`src/rtl/shift_alu_pkg.sv`:
```
// Shared types and constants for the sequential shift-then-ALU unit.
// The optional rotate-right mode is enabled with the SHIFT_ALU_ROR_EN macro.
package shift_alu_pkg;

  typedef enum logic [2:0] {
    ALU_ADD = 3'b000,
    ALU_SUB = 3'b001,
    ALU_AND = 3'b010,
    ALU_OR  = 3'b011,
    ALU_XOR = 3'b100
  } alu_op_e;

  typedef enum logic [1:0] {
    SH_LSL = 2'b00,
    SH_LSR = 2'b01,
    SH_ASR = 2'b10,
    SH_ROR = 2'b11
  } shdir_e;

  typedef enum logic [1:0] {
    ST_IDLE  = 2'b00,
    ST_SHIFT = 2'b01,
    ST_EXEC  = 2'b10,
    ST_DONE  = 2'b11
  } state_e;

  localparam int FLAG_N = 3;
  localparam int FLAG_Z = 2;
  localparam int FLAG_C = 1;
  localparam int FLAG_V = 0;

endpackage

```
`src/rtl/shift_alu_core.sv`:
```
// Combinational ALU with NZCV flags, applied to the already-shifted operand sa.
// Logic ops pass the shift carry sc through as C; undefined opcodes give zero with only Z set.
module shift_alu_core
  import shift_alu_pkg::*;
#(
  parameter int WIDTH = 8
) (
  input  logic [WIDTH-1:0] sa,
  input  logic [WIDTH-1:0] b,
  input  logic [2:0]       op,
  input  logic             sc,
  output logic [WIDTH-1:0] res,
  output logic [3:0]       flags
);

  logic [WIDTH:0] sum;
  logic           carry;
  logic           ovf;

  always_comb begin
    sum   = '0;
    res   = '0;
    carry = 1'b0;
    ovf   = 1'b0;
    flags = '0;
    case (op)
      ALU_ADD: begin
        sum   = {1'b0, sa} + {1'b0, b};
        res   = sum[WIDTH-1:0];
        carry = sum[WIDTH];
        ovf   = (sa[WIDTH-1] == b[WIDTH-1]) && (res[WIDTH-1] != sa[WIDTH-1]);
      end
      ALU_SUB: begin
        // C=1 means no borrow.
        sum   = {1'b0, sa} + {1'b0, ~b} + {{WIDTH{1'b0}}, 1'b1};
        res   = sum[WIDTH-1:0];
        carry = sum[WIDTH];
        ovf   = (sa[WIDTH-1] != b[WIDTH-1]) && (res[WIDTH-1] != sa[WIDTH-1]);
      end
      ALU_AND: begin
        res   = sa & b;
        carry = sc;
      end
      ALU_OR: begin
        res   = sa | b;
        carry = sc;
      end
      ALU_XOR: begin
        res   = sa ^ b;
        carry = sc;
      end
      default: begin
        res   = '0;
        carry = 1'b0;
      end
    endcase
    flags[FLAG_N] = res[WIDTH-1];
    flags[FLAG_Z] = (res == '0);
    flags[FLAG_C] = carry;
    flags[FLAG_V] = ovf;
  end

endmodule

```
`src/rtl/shift_alu_seq.sv`:
```
// Multi-cycle shift-then-ALU unit: accept via valid/ready, shift A one bit per cycle, run the ALU,
// hold result/flags until taken. Define SHIFT_ALU_ROR_EN to make shdir=11 rotate instead of LSR.
module shift_alu_seq
  import shift_alu_pkg::*;
#(
  parameter int WIDTH = 8,
  localparam int SHW = $clog2(WIDTH) + 1
) (
  input  logic             clk,
  input  logic             reset_n,
  input  logic             in_valid,
  output logic             in_ready,
  input  logic [WIDTH-1:0] a,
  input  logic [WIDTH-1:0] b,
  input  logic [SHW-1:0]   shamt,
  input  logic [1:0]       shdir,
  input  logic [2:0]       alu_control,
  output logic             out_valid,
  input  logic             out_ready,
  output logic [WIDTH-1:0] result,
  output logic [3:0]       alu_flags,
  output logic             busy,
  output state_e           dbg_state_o
);

  // Handshakes: a transfer happens on a rising edge where valid and ready are both high.
  // in_ready is high only in IDLE; out_valid only in DONE, so no accept coincides with out_ready.

  state_e           state_q, state_d;
  logic [WIDTH-1:0] sa_q, sa_d;
  logic [WIDTH-1:0] b_q, b_d;
  logic [2:0]       op_q, op_d;
  shdir_e           dir_q, dir_d;
  logic [SHW-1:0]   cnt_q, cnt_d;
  logic             sc_q, sc_d;
  logic [WIDTH-1:0] result_q, result_d;
  logic [3:0]       flags_q, flags_d;

  logic [SHW-1:0]   shamt_sat;
  logic [WIDTH-1:0] sa_step;
  logic             sc_step;
  logic [WIDTH-1:0] alu_res;
  logic [3:0]       alu_fl;

  assign shamt_sat = (shamt > SHW'(WIDTH)) ? SHW'(WIDTH) : shamt;

  // One-bit step of the selected shift; sc_step is the bit leaving the register.
  always_comb begin
    sa_step = sa_q;
    sc_step = 1'b0;
    case (dir_q)
      SH_LSL: begin
        sa_step = {sa_q[WIDTH-2:0], 1'b0};
        sc_step = sa_q[WIDTH-1];
      end
      SH_ASR: begin
        sa_step = {sa_q[WIDTH-1], sa_q[WIDTH-1:1]};
        sc_step = sa_q[0];
      end
`ifdef SHIFT_ALU_ROR_EN
      SH_ROR: begin
        sa_step = {sa_q[0], sa_q[WIDTH-1:1]};
        sc_step = sa_q[0];
      end
`endif
      default: begin
        sa_step = {1'b0, sa_q[WIDTH-1:1]};
        sc_step = sa_q[0];
      end
    endcase
  end

  shift_alu_core #(.WIDTH(WIDTH)) u_core (
    .sa    (sa_q),
    .b     (b_q),
    .op    (op_q),
    .sc    (sc_q),
    .res   (alu_res),
    .flags (alu_fl)
  );

  always_comb begin
    state_d  = state_q;
    sa_d     = sa_q;
    b_d      = b_q;
    op_d     = op_q;
    dir_d    = dir_q;
    cnt_d    = cnt_q;
    sc_d     = sc_q;
    result_d = result_q;
    flags_d  = flags_q;
    case (state_q)
      ST_IDLE: begin
        if (in_valid) begin
          sa_d    = a;
          b_d     = b;
          op_d    = alu_control;
          dir_d   = shdir_e'(shdir);
          cnt_d   = shamt_sat;
          sc_d    = 1'b0;
          state_d = (shamt_sat == '0) ? ST_EXEC : ST_SHIFT;
        end
      end
      ST_SHIFT: begin
        sa_d  = sa_step;
        sc_d  = sc_step;
        cnt_d = cnt_q - SHW'(1);
        if (cnt_q == SHW'(1)) state_d = ST_EXEC;
      end
      ST_EXEC: begin
        result_d = alu_res;
        flags_d  = alu_fl;
        state_d  = ST_DONE;
      end
      ST_DONE: begin
        if (out_ready) state_d = ST_IDLE;
      end
      default: state_d = ST_IDLE;
    endcase
  end

  always_ff @(posedge clk or negedge reset_n) begin
    if (!reset_n) begin
      state_q  <= ST_IDLE;
      sa_q     <= '0;
      b_q      <= '0;
      op_q     <= '0;
      dir_q    <= SH_LSL;
      cnt_q    <= '0;
      sc_q     <= 1'b0;
      result_q <= '0;
      flags_q  <= '0;
    end else begin
      state_q  <= state_d;
      sa_q     <= sa_d;
      b_q      <= b_d;
      op_q     <= op_d;
      dir_q    <= dir_d;
      cnt_q    <= cnt_d;
      sc_q     <= sc_d;
      result_q <= result_d;
      flags_q  <= flags_d;
    end
  end

  assign in_ready    = (state_q == ST_IDLE);
  assign out_valid   = (state_q == ST_DONE);
  assign busy        = (state_q == ST_SHIFT) || (state_q == ST_EXEC);
  assign result      = result_q;
  assign alu_flags   = flags_q;
  assign dbg_state_o = state_q;

endmodule

```
`config.mk`:
```
export PLATFORM = sky130hd
export DESIGN_NAME = shift_alu_seq
export DESIGN_NICKNAME = d
export VERILOG_FILES = /design/src/rtl/shift_alu_pkg.sv /design/src/rtl/shift_alu_core.sv /design/src/rtl/shift_alu_seq.sv
export SDC_FILE = /design/constraint.sdc
export NUM_CORES = 1
export LEC_CHECK = 0
export ABC_AREA = 1
export ABC_CLOCK_PERIOD_IN_PS = 2500
export BUFFER_PORTS_ARGS = -buffer_cell sky130_fd_sc_hd__buf_2
export CAP_MARGIN = 10
export CELL_PAD_IN_SITES_DETAIL_PLACEMENT = 1
export CELL_PAD_IN_SITES_GLOBAL_PLACEMENT = 1
export CORE_ASPECT_RATIO = 1.25
export CORE_MARGIN = 2
export CORE_UTILIZATION = 25
export CTS_BUF_LIST = sky130_fd_sc_hd__clkbuf_8
export CTS_CLUSTER_SIZE = 25
export DETAILED_ROUTE_END_ITERATION = 6
export PLACE_DENSITY = 0.62
export SLEW_MARGIN = 5
export SYNTH_ARGS = -nofsm -noshare
export SYNTH_HDL_FRONTEND = slang
export SYNTH_HIERARCHICAL = 1
export SYNTH_SLANG_ARGS = --single-unit
```
`constraint.sdc`:
```
create_clock -name clk -period 2.5 [get_ports clk]
set_input_delay 0.5 -clock clk [delete_from_list [all_inputs] [get_ports clk]]
set_output_delay 0.5 -clock clk [all_outputs]
set_load 0.05 [all_outputs]
```
==> metrics.md <==
| Metric | Value |
|---|---|
| WL final | 9520 um |
| Crit path launch type | flip-flop |
| YS warnings | 6 |
| F_max | 0.4434 GHz |
| Hold depth | 2 |
| Max-cap violations | 0 |
| Die width | 106.3 um |
| Total gr overflow | 0 |
| Clk sink count | 40 |
| Core area | 12,720 um2 |
| Vias post-DR | 2,972 |
| Largest net degree at the start of global routing | 24 |
| Vias in the first global route | 3,321 |
| Minimum clock period | 2.255 ns |
| Row count | between 40 and 50 |
| GP Congestion | about 0.8 |
| Finished Layout Cells | 669 |
| Global Route Usage Sum | between 10% and 20% |
| # DRC | 0 |
| Final nets | approximately 560 |
| Share of cells above drive strength 1 | 21.96% |
| Skew-Pair Late Insertion Delay | 0.30 ns |
| Initial antenna violation count | 0 |
| Vias/cell | 4.442 |
| Fillers | 1,595 |
| Arrival time at the worst endpoint | roughly 2.5 ns |
| Initial core utilization | 25.69% |
| Die ar. | 14,010 um2 |
| Ys async rst share | 100.0% |
| Count of cell types in the netlist | 34 |
| Mapped Area | 3268 um2 |
| Final Hold Violating Endpoints | 0 |
| Root buffer cell | clkbuf_8 |
| Syn-to-layout area delta | 16.50% |
| Routed WL per cell | 14.23 um |
| Sequential area share after synthesis | 30.63% |
| Main synth FF type | dfrtp_1 |
| Input/output buffers | 45 |
| Status | finished clean |
| Clock Skews | 0.007679 ns |
| Syn_nets | between 500 and 600 |
| Final Setup Violations | 0 |
| CTS tree | yes |
| CP max FO | 5 |
| Detail Placement HPWL | 7910 um |
| DRT iter0 DRCs | 105 |
| Clk slew on worst S/H paths | 0.08 ns |
| Reg2Reg Capture Point | alu_flags[2]$_DFFE_PN0P_ |
| Slew headroom | between 60% and 70% |
| Number of enable flip-flop cells after synthesis | 0 |
| Period Utilization, post-route | 90.21% |
| PnR worst setup slack | about 0.24 ns |
| Antenna Cells | 0 |
| H-tree levels | 2 |
| Mean post-synth cell area | 7.279 um2 |
| RSZ-0062 raised after global routing | false |
| Final ANT Viol Nets | 0 |
| Die Span Y | 131.8 um |
| Synth top area share | a little under a third |
| Total CTS buffers | 5 |
| Yosys reg bits | 40 |
| Worst hold path startpoint | b[7] |
| Most frequent cells in the layout | nand2_1 (110), inv_1 (64), nor2_1 (54) |
| Place WS | 0.1038 ns |
| Worst reg2reg setup slack | 0.24 ns |
| Area contributors post-synth | dfrtp_1 (31%), nand2_1 (13%), ha_1 (11%) |
| Final Slew Violations | 0 |
| Hold WS | 0.4272 ns |
| Global-route wire length before repair | 16,260 um |
| Critical path required time | 2.75 ns |
| Placed cell count | 660 |
| Slew @ Worst Pin | 0.5392 ns |
| Maximum buffer depth of the clock tree | 2 |
| Post-Synthesis Cells | around 450 |
| R2R depth | 11 |
| First-pass detailed-route iteration total | 4 |
| Min-Delay Path Class | input port to flip-flop |
| Crit path capture type | flip-flop |
| I/O pin count | 46 |
| Commonest non-fill, non-tap cell in the layout | nand2_1 |
| Yosys top cell by area | dfrtp_1 |
| RR Startpoint | sa_q[0]$_DFFE_PN0P_ |
| Post-CTS Setup Repair Bufs | 0 |
| Final setup TNS | 0 ns |
| Endpoint of the worst hold path | b_q[7]$_DFFE_PN0P_ |
| Critical path class | flip-flop to flip-flop |
repair_timing:
item,4_1_cts,5_1_grt
hold endpoints to repair,3,0
resized for setup,0,2
setup endpoints to repair,0,1
hold buffers,1,0
worst max-delay path, cell delays in order (launching register included):
cell,delay (ns)
dfrtp_1,0.43
ha_1,0.25
fa_2,0.39
or2_1,0.26
nand3_2,0.09
nand3_2,0.09
nor3_4,0.20
nand2_1,0.08
nor2_1,0.10
nand2_1,0.06
nor2_1,0.10
mux2_2,0.15
flip-flops by register name (all words and copies together) (netlist names):
signal,count
alu_flags,4
b_q,8
cnt_q,4
dbg_state_o,2
dir_q,2
op_q,3
result,8
sa_q,8
sc_q,1
worst max path at each step:
stage | cells after the start | slack, ns | start | endpoint
2_1_floorplan | 5 | 0.44 | dbg_state_o[0]$_DFFE_PN0P_ | b_q[3]$_DFFE_PN0P_
3_3_place_gp | 11 | 0.17 | sa_q[0]$_DFFE_PN0P_ | alu_flags[2]$_DFFE_PN0P_
3_5_place_dp | 11 | 0.10 | sa_q[0]$_DFFE_PN0P_ | alu_flags[2]$_DFFE_PN0P_
4_1_cts | 11 | 0.07 | sa_q[0]$_DFFE_PN0P_ | alu_flags[2]$_DFFE_PN0P_
5_1_grt | 11 | 0.02 | sa_q[0]$_DFFE_PN0P_ | alu_flags[1]$_DFFE_PN0P_
6_report | 11 | 0.24 | sa_q[0]$_DFFE_PN0P_ | alu_flags[2]$_DFFE_PN0P_
cells in the mapped netlist (all sizes together), types with 2 or more instances:
cell,n
nand2,113
inv,74
nor2,55
nand3,43
dfrtp,40
ha,30
mux2,23
a21oi,15
o21ai,14
buf,13
nand4,7
nor3,3
o22ai,3
a22oi,2
clkinv,2
fa,2
or2,2
xor2,2
cells by family after synthesis:
kind of cell             after synthesis  share of synthesized area [%]
AND/OR/NAND/NOR                      224                          29.98
buffers and inverters                 89                          11.49
flip-flops                            40                          30.63
AO/OA/AOI/OAI                         39                          6.739
adder cells (fa/ha/maj)               32                          12.71
multiplexers                          23                          7.925
XOR/XNOR                               2                         0.5361
cell type report:
type	instances	area, um2	share of cell area (%)
clock buffer	6	82.58	2.169
clock inverter	2	10.01	0.2629
inverter	76	285.3	7.493
multi-input combinational	320	1901	49.92
sequential	40	1001	26.29
tap	168	210.2	5.521
timing repair buffer	57	317.8	8.347
per-layer routing:
| layer | part of all wire (%) | track usage [%] | vias to the layer above |
|---|---|---|---|
| li1 | - | - | 1508 |
| met1 | 42 | 16.48 | 1411 |
| met2 | 54 | 27.64 | 42 |
| met5 | 0 | 0 | - |
| met4 | 2.5 | 5.336 | 0 |
| met3 | 1.9 | 1.730 | 11 |
metrics by stage:
| stage | utilization, % | cell area [um2] |
|---|---|---|
| 6_report | 29.93 | 3807 |
| 5_1_grt | 29.93 | 3807 |
| 4_1_cts | 29.86 | 3799 |
| 3_5_place_dp | 29.06 | 3696 |
| 3_3_place_gp | 29.06 | 3696 |
| 2_1_floorplan | - | 3268 |
Power is not shown: default switching activity piles up to over one toggle a cycle in this logic, so the estimate is an artifact.
